`src/rtl/gnn_0_example_save_pkg.sv`:
```
// Shared definitions for the save (buffer -> DRAM write-back) path.
package gnn_0_example_save_pkg;

  // Save instruction field positions
  localparam int INST_OFF_LSB    = 64;
  localparam int INST_OFF_W      = 32;
  localparam int INST_LEN_LSB    = 48;
  localparam int INST_LEN_W      = 16;
  localparam int INST_BUF_LSB    = 32;
  localparam int INST_BUF_W      = 16;

  // One buffer line is 64 bytes
  localparam int LINE_BYTES_LOG2 = 6;

  typedef enum logic [2:0] {
    ST_IDLE   = 3'd0,
    ST_ISSUE  = 3'd1,
    ST_STREAM = 3'd2,
    ST_WAIT   = 3'd3,
    ST_DONE   = 3'd4
  } save_state_e;

  // Lines in flight after this cycle's pop: pending read plus skid entries.
  // A pop only happens when cnt >= 1, so this never underflows.
  function automatic logic [1:0] occupancy(input logic pend, input logic [1:0] cnt,
                                           input logic pop);
    return {1'b0, pend} + cnt - {1'b0, pop};
  endfunction

endpackage

```
`src/rtl/gnn_0_example_save_skid_fifo.sv`:
```
// save_skid_fifo: 2-entry skid buffer that absorbs buffer read data while the
// stream is stalled.
module gnn_0_example_save_skid_fifo #(
  parameter int DW = 512
) (
  input  logic          clk,
  input  logic          rst,
  input  logic          push,
  input  logic [DW-1:0] push_data,
  input  logic          pop,
  output logic [DW-1:0] pop_data,
  output logic          full,
  output logic          empty,
  output logic [1:0]    count
);

  logic [1:0][DW-1:0] mem_q, mem_d;
  logic               wr_ptr_q, wr_ptr_d;
  logic               rd_ptr_q, rd_ptr_d;
  logic [1:0]         cnt_q, cnt_d;
  logic               do_push, do_pop;

  assign full     = (cnt_q == 2'd2);
  assign empty    = (cnt_q == 2'd0);
  assign count    = cnt_q;
  assign pop_data = mem_q[rd_ptr_q];

  // Next-state for storage, pointers and occupancy
  always_comb begin
    do_push  = push && !full;
    do_pop   = pop && !empty;
    mem_d    = mem_q;
    wr_ptr_d = wr_ptr_q;
    rd_ptr_d = rd_ptr_q;
    if (do_push) begin
      mem_d[wr_ptr_q] = push_data;
      wr_ptr_d        = ~wr_ptr_q;
    end
    if (do_pop) rd_ptr_d = ~rd_ptr_q;
    cnt_d = cnt_q + {1'b0, do_push} - {1'b0, do_pop};
  end

  // Pointer/count state; reset empties the buffer
  always_ff @(posedge clk) begin
    if (rst) begin
      wr_ptr_q <= 1'b0;
      rd_ptr_q <= 1'b0;
      cnt_q    <= 2'd0;
    end else begin
      wr_ptr_q <= wr_ptr_d;
      rd_ptr_q <= rd_ptr_d;
      cnt_q    <= cnt_d;
    end
  end

  // Data storage needs no reset: it is only visible through a non-empty head
  always_ff @(posedge clk) begin
    mem_q <= mem_d;
  end

endmodule

```
`src/rtl/gnn_0_example_save.sv`:
```
// gnn_0_example_save: drains a contiguous region of the on-chip line buffer
// onto the AXI write master stream, one instruction per ap_start.
module gnn_0_example_save
  import gnn_0_example_save_pkg::*;
#(
  parameter int SAVE_INST_LENGTH   = 96,
  parameter int C_M_AXI_ADDR_WIDTH = 64,
  parameter int C_M_AXI_DATA_WIDTH = 512,
  parameter int C_XFER_SIZE_WIDTH  = 32,
  parameter int C_BUF_ADDR_WIDTH   = 9
) (
  input  logic                          kernel_clk,
  input  logic                          kernel_rst,
  input  logic                          ap_start,
  output logic                          ap_done,
  input  logic [C_M_AXI_ADDR_WIDTH-1:0] ctrl_addr_offset,
  input  logic [SAVE_INST_LENGTH-1:0]   ctrl_instruction,
  output logic [C_M_AXI_ADDR_WIDTH-1:0] dram_xfer_start_addr,
  output logic [C_XFER_SIZE_WIDTH-1:0]  dram_xfer_size_in_bytes,
  output logic                          write_start,
  input  logic                          write_done,
  output logic                          data_tvalid,
  input  logic                          data_tready,
  output logic                          data_tlast,
  output logic [C_M_AXI_DATA_WIDTH-1:0] data_tdata,
  output logic                          save_read_buffer_a_en,
  output logic [C_BUF_ADDR_WIDTH-1:0]   save_read_buffer_a_addr,
  input  logic [C_M_AXI_DATA_WIDTH-1:0] save_read_buffer_a_data
);

  save_state_e                   state_q, state_d;
  logic [INST_LEN_W-1:0]         len_q, len_d;
  logic [INST_LEN_W-1:0]         rd_cnt_q, rd_cnt_d;
  logic [INST_LEN_W-1:0]         beat_q, beat_d;
  logic [C_BUF_ADDR_WIDTH-1:0]   rd_addr_q, rd_addr_d;
  logic [C_M_AXI_ADDR_WIDTH-1:0] xfer_addr_q, xfer_addr_d;
  logic [C_XFER_SIZE_WIDTH-1:0]  xfer_size_q, xfer_size_d;
  logic                          pend_q, pend_d;
  logic                          wd_seen_q, wd_seen_d;

  logic [INST_OFF_W-1:0]         inst_off;
  logic [INST_LEN_W-1:0]         inst_len;
  logic [INST_BUF_W-1:0]         inst_buf;

  logic                          busy, rd_en, last_beat;
  logic                          fifo_pop, fifo_full, fifo_empty;
  logic [1:0]                    fifo_count;
  logic [C_M_AXI_DATA_WIDTH-1:0] fifo_rdata;
  logic                          unused_bits;

  assign inst_off = ctrl_instruction[INST_OFF_LSB +: INST_OFF_W];
  assign inst_len = ctrl_instruction[INST_LEN_LSB +: INST_LEN_W];
  assign inst_buf = ctrl_instruction[INST_BUF_LSB +: INST_BUF_W];

  // Reserved instruction bits, the unused top of the buffer field and the
  // full flag (occupancy is tracked via count) are deliberately ignored.
  assign unused_bits = ^{ctrl_instruction[INST_BUF_LSB-1:0],
                         inst_buf[INST_BUF_W-1:C_BUF_ADDR_WIDTH], fifo_full};

  // Read issue and beat bookkeeping. The first read goes out in ISSUE so the
  // first beat appears three cycles after ap_start. A beat accepted this
  // cycle frees its slot immediately, which keeps 1 beat/cycle sustained.
  always_comb begin
    busy      = (state_q == ST_ISSUE) || (state_q == ST_STREAM);
    fifo_pop  = !fifo_empty && data_tready;
    rd_en     = busy && (rd_cnt_q != len_q) &&
                (occupancy(pend_q, fifo_count, fifo_pop) < 2'd2);
    last_beat = (beat_q == len_q - 16'd1);
  end

  // FSM next-state, instruction latch, counters and sticky write_done
  always_comb begin
    state_d     = state_q;
    len_d       = len_q;
    rd_cnt_d    = rd_cnt_q;
    beat_d      = beat_q;
    rd_addr_d   = rd_addr_q;
    xfer_addr_d = xfer_addr_q;
    xfer_size_d = xfer_size_q;
    pend_d      = rd_en;
    wd_seen_d   = wd_seen_q;

    if (rd_en) begin
      rd_addr_d = rd_addr_q + 1'b1;   // wraps at the end of the buffer
      rd_cnt_d  = rd_cnt_q + 16'd1;
    end
    if (fifo_pop) beat_d = beat_q + 16'd1;
    if (busy && write_done) wd_seen_d = 1'b1;

    case (state_q)
      ST_IDLE: begin
        wd_seen_d = 1'b0;
        if (ap_start) begin
          len_d       = inst_len;
          rd_cnt_d    = '0;
          beat_d      = '0;
          rd_addr_d   = inst_buf[C_BUF_ADDR_WIDTH-1:0];
          xfer_addr_d = ctrl_addr_offset + C_M_AXI_ADDR_WIDTH'(inst_off);
          xfer_size_d = C_XFER_SIZE_WIDTH'(inst_len) << LINE_BYTES_LOG2;
          state_d     = (inst_len == '0) ? ST_DONE : ST_ISSUE;
        end
      end
      ST_ISSUE:  state_d = ST_STREAM;
      ST_STREAM: if (fifo_pop && last_beat) state_d = ST_WAIT;
      ST_WAIT:   if (write_done || wd_seen_q) state_d = ST_DONE;
      ST_DONE: begin
        wd_seen_d = 1'b0;
        state_d   = ST_IDLE;
      end
      default:   state_d = ST_IDLE;
    endcase
  end

  // State registers; reset abandons any transfer without signalling done
  always_ff @(posedge kernel_clk) begin
    if (kernel_rst) begin
      state_q     <= ST_IDLE;
      len_q       <= '0;
      rd_cnt_q    <= '0;
      beat_q      <= '0;
      rd_addr_q   <= '0;
      xfer_addr_q <= '0;
      xfer_size_q <= '0;
      pend_q      <= 1'b0;
      wd_seen_q   <= 1'b0;
    end else begin
      state_q     <= state_d;
      len_q       <= len_d;
      rd_cnt_q    <= rd_cnt_d;
      beat_q      <= beat_d;
      rd_addr_q   <= rd_addr_d;
      xfer_addr_q <= xfer_addr_d;
      xfer_size_q <= xfer_size_d;
      pend_q      <= pend_d;
      wd_seen_q   <= wd_seen_d;
    end
  end

  // Read data lands one cycle after the enable and goes straight into the skid
  gnn_0_example_save_skid_fifo #(
    .DW (C_M_AXI_DATA_WIDTH)
  ) u_skid (
    .clk       (kernel_clk),
    .rst       (kernel_rst),
    .push      (pend_q),
    .push_data (save_read_buffer_a_data),
    .pop       (fifo_pop),
    .pop_data  (fifo_rdata),
    .full      (fifo_full),
    .empty     (fifo_empty),
    .count     (fifo_count)
  );

  assign write_start             = (state_q == ST_ISSUE);
  assign ap_done                 = (state_q == ST_DONE);
  assign dram_xfer_start_addr    = xfer_addr_q;
  assign dram_xfer_size_in_bytes = xfer_size_q;
  assign data_tvalid             = !fifo_empty;
  assign data_tlast              = !fifo_empty && last_beat;
  assign data_tdata              = fifo_empty ? '0 : fifo_rdata;
  assign save_read_buffer_a_en   = rd_en;
  assign save_read_buffer_a_addr = rd_addr_q;

endmodule

```
`config.mk`:
```
export PLATFORM = sky130hd
export DESIGN_NAME = gnn_0_example_save
export DESIGN_NICKNAME = d
export VERILOG_FILES = /design/src/rtl/gnn_0_example_save_pkg.sv /design/src/rtl/gnn_0_example_save_skid_fifo.sv /design/src/rtl/gnn_0_example_save.sv
export SDC_FILE = /design/constraint.sdc
export NUM_CORES = 1
export LEC_CHECK = 0
export CORE_AREA = 2 2 507 509
export DETAILED_ROUTE_END_ITERATION = 7
export DIE_AREA = 0 0 509 511
export HOLD_SLACK_MARGIN = 0.02
export MAX_ROUTING_LAYER = met4
export PLACE_DENSITY = 0.4
export SLEW_MARGIN = 20
export SYNTH_ARGS = -nofsm -noshare
export SYNTH_HDL_FRONTEND = slang
export SYNTH_HIERARCHICAL = 1
export SYNTH_SLANG_ARGS = --single-unit
```
`constraint.sdc`:
```
create_clock -name kernel_clk -period 18.64 [get_ports kernel_clk]
set_input_delay 2.796 -clock kernel_clk [delete_from_list [all_inputs] [get_ports kernel_clk]]
set_output_delay 2.796 -clock kernel_clk [all_outputs]
set_load 0.02 [all_outputs]
```
[Word level (Yosys, flattened, before mapping)]
Index checks and enable logic that the tools add are counted.
Cells by class
  reductions and logical operators: 19
  multiplexer cells: 20
  $add $sub $neg: 9
  equal/unequal tests: 10
  $lt $le $gt $ge: 4
  bitwise logic cells: 2
Operators with widths (count)
  512-bit two-way mux: 4
  1024-bit bitwise mux: 1
  512-bit demux with 1-bit select: 1
  16-bit two-way mux: 6
  64-bit by 32-bit adder with 64-bit output: 1
  16-bit by 1-bit adder with 16-bit output (second input constant): 2
  9-bit two-way mux: 3
  16-bit equality test: 1
  16-bit zero test: 1
  16-bit != test: 1
  16-bit by 1-bit subtractor with 16-bit output (second input constant): 1
  3-bit two-way mux: 4
  3-bit one-hot mux with 4 select lines: 1
  9-bit by 1-bit adder with 9-bit output (second input constant): 1
  1-bit logical AND: 9
  3-bit by 2-bit equality test with 1-bit output (second input constant): 2
  1-bit by 2-bit less-than comparator with 1-bit output (second input constant): 2
  2-bit != test (second input constant): 2
  2-bit by 1-bit subtractor with 2-bit output: 2
  3-bit by 1-bit equality test with 1-bit output (second input constant): 1
  3-bit equality test (second input constant): 1
  3-bit zero test: 1
  3-bit AND reduction: 1
  3-bit OR reduction: 1
  other kinds (11): 14
Word-level totals
  output and inout port bits: 622
  word-level logic and storage cells: 77
  input port bits: 677
  bits in registers: 1154

[Logic depth before layout (Yosys ltp)]
Gate-level depths: netlist (run 1).
  depth after elaboration: 9
  gate-level depth with buffers: 13
  gate-level depth less buffers: 11

[Hierarchy]
The synthesis (run 1) kept the hierarchy.
Modules (own cells, without submodules)
  gnn_0_example_save_skid_fifo: seq. area each 30829.6 um^2, cells an instance 1618, times used 1, area each 37338.3 um^2
  gnn_0_example_save: seq. area each 2522.4 um^2, cells an instance 1630, times used 1, area each 11649.9 um^2

[Worst setup path after synthesis (run 1)]
Ideal clock, no wire load.
  path kind: register -> register
  start point: reg u_skid.cnt_q[0] (netlist: u_skid/count[0])
  end point: reg u_skid/mem_q[1000] (netlist name) (enable)
  cell stages (with the launch flop): 3
  slack: 5.551 ns
  clock period less this slack: 13.089 ns
  data required time: 17.694 ns
  data arrival time: 12.143 ns
  buffers on the path: 0
  library setup time: 0.946 ns
  cell sequence: dfxtp_1 nand2b_1 and3_1
On the way
  cells in the longest elaborated chain, start to end: 3
RTL lines
  start: declaration: RTL line gnn_0_example_save_skid_fifo.sv:20  | logic [1:0] cnt_q, cnt_d;
  start signal: assignment: RTL line gnn_0_example_save_skid_fifo.sv:52  | cnt_q <= cnt_d;
  2-bit equality test: RTL line gnn_0_example_save_skid_fifo.sv:23  | assign full = (cnt_q == 2'd2);
  1-bit zero test: RTL line gnn_0_example_save_skid_fifo.sv:30  | do_push = push && !full;
  1-bit logical AND: RTL line gnn_0_example_save_skid_fifo.sv:30
  end signal: assignment: RTL line gnn_0_example_save_skid_fifo.sv:58  | mem_q <= mem_d;
  end: declaration: RTL line gnn_0_example_save_skid_fifo.sv:17  | logic [1:0][DW-1:0] mem_q, mem_d;
Every way passes these cells.
A chain may end at the register's enable or synchronous reset.

[Worst setup path in the final report (run 1)]
  start point: in data_tready
  end point: out save_read_buffer_a_en
On the way
  cells in the longest elaborated chain, start to end: 4
RTL lines
  start: declaration: RTL line gnn_0_example_save.sv:23  | input logic data_tready,
  1-bit logical AND: RTL line gnn_0_example_save.sv:65  | fifo_pop = !fifo_empty && data_tready;
  2-bit by 1-bit subtractor with 2-bit output: RTL line gnn_0_example_save_pkg.sv:27  | return {1'b0, pend} + cnt - {1'b0, pop};
  2-bit less-than comparator: RTL line gnn_0_example_save.sv:67  | (occupancy(pend_q, fifo_count, fifo_pop) < 2'd2);
  1-bit logical AND: RTL line gnn_0_example_save.sv:66  | rd_en = busy && (rd_cnt_q != len_q) &&
  end: declaration: RTL line gnn_0_example_save.sv:26  | output logic save_read_buffer_a_en,
Every way passes these cells.

==> impl_metrics.tcl, run 1 <==
set metrics [dict create \
    swShare_pct 27.5 \
    crit_arrival_ps 5760 \
    cts.path.max_buffers 3 \
    numCtsBuffers 149 \
    synth_warnings 6 \
    hp-class "reg -> reg" \
    synth_flop_cell "edfxtp_1" \
    multi_input_area_um2 14400 \
    syn_area_per_cell_um2 15.1 \
    cts_root_buffer "clkbuf_16" \
    dp_slack_ps 10100 \
    fp.dieW_um 509 \
    clk_pin_slew_worst_paths_ps 60 \
    h-tree-depth 4 \
    grt_pass1_vias 32600 \
    netlist_instances 3248 \
    worstPathMaxFanout 14 \
    num-nets-final 5223 \
    final_core_util_pct 27.4 \
    fp.dieArea_um2 260000 \
    area_growth_pct 42.6 \
    path_cells "clkdlybuf4s50_1, nor2b_1, ha_1, nand2b_1, a221oi_1, o21ai_1, nor2_1, buf_4, clkdlybuf4s50_1" \
    viasPerCell 3.92 \
    clock.fmax_mhz 117 \
    gp_congestion 0.845 \
    post-route-period-util_pct 45.9 \
    netlist_area_um2 49000 \
    p_leak_nw 22.2 \
    cp_slowest_stage_delay_ps 740 \
    worst_pin_slew_ps 1070 \
    num_io_pins 1299 \
    required_ps 15840 \
    setup_viol 0 \
    synthArstFlopShare_pct 0 \
    hold_viol 0 \
    power.switching_w 0.00191 \
    critPathMostFrequentCell "clkdlybuf4s50_1" \
    grt_setup_unrepaired "false" \
    cp-start-kind "primary input" \
    cts_post_setup_buffers_inserted 0 \
    power_density_nw_per_um2 99.8 \
    hpwl_um 151000 \
    hold_buffers 0 \
    slew_headroom_pct 28.8 \
    rows 186 \
    core_um2 255000 \
    end_kind "primary output" \
    rr_worst_depth 6 \
    share_clk_of_total_power_pct 40.3 \
    die_h_um 511 \
    port_buffers 1243 \
    finalSetupTns_ps 0 \
    synth_edf_count 1024 \
    final.fill_count 26200 \
    drive_above_1_share_pct 17.0 \
    holdPathStages 2 \
    ys_seq_area_share_pct 68.1 \
    maxCapViolCount 0 \
    tritoncts "done" \
    whs_ps 456 \
    start_util_pct 19.2 \
    setup_ws_ps 10080 \
    slew_viol_final 0 \
    ys_seq_elements 1154 \
    routed_wl_um 201000 \
    status "completed" \
    clk-insertion-delay-late_ps 810 \
    vias 31600 \
    clock-sinks 1154 \
    grt.overflow.total 0 \
    p_seq_share_pct 42.8 \
    skew_ps 68.7 \
    peakVddDrop_v 0.0000736 \
    layout_commonest_cell "clkdlybuf4s50_1" \
    routedWlPerCell_um 24.9 \
    cp_num_cells 9 \
    firstDrtPassIters 5 \
    p_int_w 0.00506 \
    path_buf_inv 3 \
    synth.distinct_cells 68 \
    antenna_found_initial 104 \
    path_delay_family "buffers and inverters" \
    pwr-share-comb_pct 16.9 \
    final_cell_mix "1242 x clkdlybuf4s50_1, 1024 x edfxtp_1, 520 x nor2b_1, 512 x mux2_2, 152 x clkbuf_16" \
    drcViolationCount 0 \
    grt_first_pass_wirelength_um 272000 \
    ant_nets 0 \
    slowest_stage "clkdlybuf4s50_1" \
    cts_resized 0 \
    criticalPathCategory "in -> out" \
    regArea_um2 33400 \
    track_usage_pct 15.3 \
    period_minus_slack_ps 8560 \
    grt_max_degree 154 \
    drtIter0Drc 1597 \
]
==> power by group through the flow <==
| stage | registers (W) | clock network, W | logic (W) |
|---|---|---|---|
| 2_1_floorplan | 0.00311 | 0 | 0.000527 |
| 3_3_place_gp | 0.00304 | 0 | 0.00121 |
| 3_5_place_dp | 0.00304 | 0 | 0.00121 |
| 4_1_cts | 0.00299 | 0.00292 | 0.00121 |
| 5_1_grt | 0.00300 | 0.00300 | 0.00126 |
| 6_report | 0.00299 | 0.00281 | 0.00118 |
==> cell families after synthesis <==
group | Yosys count | synth area share (%)
DFF | 1154 | 68.1
other | 1 | 0.00765
and+or+nand+nor | 955 | 11.0
buffers and inverters | 215 | 2.64
adders and majority gates | 40 | 1.04
muxes | 516 | 11.9
xor gates and xnor gates | 125 | 2.23
AOI/OAI and AO/OA | 242 | 3.17
==> cell usage after synthesis (5+ instances only) <==
master,instances,area (µm²)
and3_1,24,150
nor4_1,12,75.1
clkbuf_1,98,368
buf_6,54,608
o211ai_1,10,75.1
and2_1,7,43.8
dfxtp_1,130,2600
mux2_2,512,5770
a21o_1,19,143
nand3_1,28,140
inv_1,27,101
a21oi_1,77,385
nand2b_1,9,56.3
o21ai_0,54,270
a211oi_1,26,195
a31oi_1,6,37.5
nand3b_1,5,37.5
o2111ai_1,5,43.8
xor2_1,50,438
nand2_1,146,548
xnor2_1,75,657
nor3_1,34,170
buf_4,17,128
nor2b_1,520,3250
o21a_1,12,90.1
nand4_1,26,163
nor2_1,108,405
and4_1,6,52.6
edfxtp_1,1024,30700
a311oi_1,7,61.3
o21bai_1,6,45.0
buf_2,15,75.1
or3_1,10,62.6
ha_1,39,488
==> layout make-up <==
| cell class | instances | area share [%] |
|---|---|---|
| Antenna cell | 58 | 0.208 |
| Clock buffer | 192 | 5.73 |
| Clock inverter | 80 | 1.18 |
| Inverter | 27 | 0.156 |
| Multi-Input combinational cell | 1894 | 20.6 |
| Sequential cell | 1154 | 47.8 |
| Tap cell | 3384 | 6.06 |
| Timing Repair Buffer | 1280 | 18.3 |
==> tightest hold or removal path: stages, from the launching register on <==
cell and delay, ps:
dfxtp_1 310, nand2_1 50, a21oi_1 50
==> sequential cells by signal, summed over array words and instances, names as in the netlist, 2 cells and up <==
| signal | cells |
|---|---|
| rd_cnt_q | 16 |
| state_q | 3 |
| u_skid/count | 2 |
| save_read_buffer_a_addr | 9 |
| dram_xfer_start_addr | 64 |
| u_skid/mem_q | 1024 |
| len_q | 16 |
| beat_q | 16 |
==> per-stage QoR <==
step / total power (W) / instance area [µm²] / instances
finish: 0.00697 / 69900 / 8069
CTS: 0.00712 / 69700 / 8011
floorplan: 0.00363 / 49000 / 3263
detailed placement: 0.00425 / 64900 / 7739
global placement: 0.00424 / 64900 / 7739
global route: 0.00726 / 69800 / 8063
==> per-layer routing <==
layer / up-vias / track usage [%] / routed length, µm
met1: 15800 / 17.2 / 82100
met3: 261 / 5.50 / 15600
li1: 14500 / - / -
met5: - / - / 0
met2: 1024 / 26.1 / 99800
met4: 0 / 2.99 / 3360
==> path summary, 6_finish.rpt <==
check	from	to	slack, ps
setup reg to reg	u_skid/count[0]$_SDFF_PP0_	u_skid/mem_q[730]$_DFFE_PP_	13910
hold / removal	dram_xfer_start_addr[19]$_SDFFE_PP0P_	dram_xfer_start_addr[19]$_SDFFE_PP0P_	460
setup / recovery	data_tready	save_read_buffer_a_en	10080
hold reg to reg	dram_xfer_start_addr[19]$_SDFFE_PP0P_	dram_xfer_start_addr[19]$_SDFFE_PP0P_	460
No activity file was read; power rests on OpenSTA's default activity.
==> inputs of run 2 (changes only) <==
==> constraint.sdc (replaced) <==
create_clock -name kernel_clk -period 8.5 [get_ports kernel_clk]
set_input_delay 1.275 -clock kernel_clk [delete_from_list [all_inputs] [get_ports kernel_clk]]
set_output_delay 1.275 -clock kernel_clk [all_outputs]
set_load 0.02 [all_outputs]
==> run 2 against run 1 <==
Effect of this change:
- clock power increased by 120%
- final area grew 0.23%
- hold slack worse by 4.7 ps
- clock skew is 22 ps lower
- sequential power increased by 120%
- die area did not move
- via count decreased by 0.28%
- critical path type unchanged
- largest cell class unchanged
==> impl_metrics.tcl, run 2 (synthesis gave the netlist of run 1 again) <==
set metrics [dict create \
    status "completed" \
    p_total_w 0.0154 \
    holdPathStages 2 \
    num-nets-final 5221 \
    slew_viol_final 0 \
    cp-startpoint "data_tready" \
    num_io_pins 1299 \
    cts_post_setup_buffers_inserted 0 \
    final_cell_mix "1242 x clkdlybuf4s50_1, 1024 x edfxtp_1, 520 x nor2b_1, 512 x mux2_2, 148 x clkbuf_16" \
    port_buffers 1243 \
    peakVddDrop_v 0.000176 \
    hp-class "reg -> reg" \
    dr_wl_met2_um 99300 \
    grt_first_pass_wirelength_um 274000 \
    grt_max_degree 169 \
    area_growth_pct 42.9 \
    worstPathMaxFanout 14 \
    cts_root_buffer "clkbuf_16" \
    routed_wl_um 204000 \
    post_dp_cell_area_um2 65000 \
    drtIter0Drc 1726 \
    ant_nets 0 \
    dp_slack_ps 2830 \
    reg2reg_slack_ps 4920 \
    die_h_um 511 \
    maxUsedRoutingLayer "met4" \
    maxCapViolCount 0 \
    fp.dieW_um 509 \
    criticalPathCategory "in -> out" \
    track_usage_pct 15.6 \
    worst_pin_slew_ps 1220 \
    p_leak_nw 22.2 \
    whs_ps 451 \
    firstDrtPassIters 5 \
    swShare_pct 27.6 \
    cp-start-kind "primary input" \
    rows 186 \
    routedWlPerCell_um 25.2 \
    hold_viol 0 \
    p_int_w 0.0111 \
    required_ps 7220 \
    cts.path.max_buffers 3 \
    rr_worst_depth 6 \
    grt.overflow.total 0 \
    slew_headroom_pct 18.4 \
    drive_above_1_share_pct 16.9 \
    end_kind "primary output" \
    period_minus_slack_ps 5640 \
    cts_resized 0 \
    core_um2 255000 \
    wl_met3_um 17600 \
    path_cells "clkdlybuf4s50_1, nor2b_1, ha_1, nand2b_1, a221oi_1, o21ai_1, nor2_1, buf_4, clkdlybuf4s50_1" \
    clock-sinks 1154 \
    cp_slowest_stage_delay_ps 700 \
    layout_commonest_cell "clkdlybuf4s50_1" \
    pwr-share-comb_pct 17.1 \
    numCtsBuffers 148 \
    power.switching_w 0.00423 \
    largest-register "u_skid/mem_q" \
    p_seq_share_pct 42.6 \
    hpwl_um 152000 \
    fp.dieArea_um2 260000 \
    clk-insertion-delay-late_ps 830 \
    grt_pass1_vias 32300 \
    post-route-period-util_pct 66.3 \
    fin_area_um2 70000 \
    share_clk_of_total_power_pct 40.2 \
    start_util_pct 19.2 \
    grt_setup_unrepaired "false" \
    largest_register_ffs 1024 \
    rr_endpoint "u_skid/mem_q[157]$_DFFE_PP_" \
    crit_arrival_ps 4360 \
    drcViolationCount 0 \
    h-tree-depth 4 \
    setup_ws_ps 2860 \
    gp_congestion 0.850 \
    skew_ps 47.0 \
    viasPerCell 3.90 \
    setup_viol 0 \
    critPathMostFrequentCell "clkdlybuf4s50_1" \
    hold_start "dram_xfer_start_addr[16]$_SDFFE_PP0P_" \
    power_density_nw_per_um2 219 \
    met1_length_um 82500 \
    clk_pin_slew_worst_paths_ps 50 \
    hold_end "dram_xfer_start_addr[16]$_SDFFE_PP0P_" \
    clock.fmax_mhz 177 \
    tritoncts "done" \
    vias 31500 \
    antenna_found_initial 135 \
    slowest_stage "clkdlybuf4s50_1" \
    finalSetupTns_ps 0 \
    hold_buffers 0 \
    timing.rr.start "u_skid/count[0]$_SDFF_PP0_" \
]
[run 2: changes by cell type in the layout (fill, tap and decap cells not counted), sizes merged, moves of 2 or more]
cell / change
diode: +23
clkinv: -5
bufinv: +4
clkbuf: -4
inv: +2
[run 2: worst max path at each step]
stage	endpoint	slack, ps	depth (start not counted)
6_report	save_read_buffer_a_en	2860	9
3_5_place_dp	save_read_buffer_a_en	2830	9
5_1_grt	save_read_buffer_a_en	2670	9
2_1_floorplan	u_skid/mem_q[0]$_DFFE_PP_	-210	4
3_3_place_gp	save_read_buffer_a_en	2720	9
4_1_cts	data_tdata[366]	2780	5
[run 2: metal layers]
layer  vias up  GRT usage, %
met5         -             -
li1      14500             -
met2      1103          25.8
met3       254          6.53
met1     15600          17.3
met4         0          3.73
[run 2: critical path: cells and delay by family]
family / cells / cell delay, ps
fa+ha+maj: 1 / 350
compound gates: 2 / 420
buf+inv: 3 / 1420
simple gates: 3 / 900
[run 2: layout make-up]
type	instances	area [µm²]
clock buffer	188	3870
multi-input combinational	1894	14400
fill	26100	185000
inverter	27	105
antenna	81	203
timing repair buffer	1279	12900
sequential	1154	33400
clock inverter	80	923
tap	3384	4230
[run 2: stage by stage]
step                      instances  util [%]
after floorplan                3263         -
after global placement         7736      25.4
after detailed placement       7736      25.4
after CTS                      8004      27.3
after global routing           8084      27.4
final                          8087      27.4
[run 2: power by group through the flow]
stage	Clock [W]	Combinational (W)	Sequential, W
6_report	0.00618	0.00263	0.00654
5_1_grt	0.00664	0.00281	0.00657
4_1_cts	0.00644	0.00270	0.00655
3_5_place_dp	0	0.00268	0.00666
3_3_place_gp	0	0.00269	0.00666
2_1_floorplan	0	0.00116	0.00677
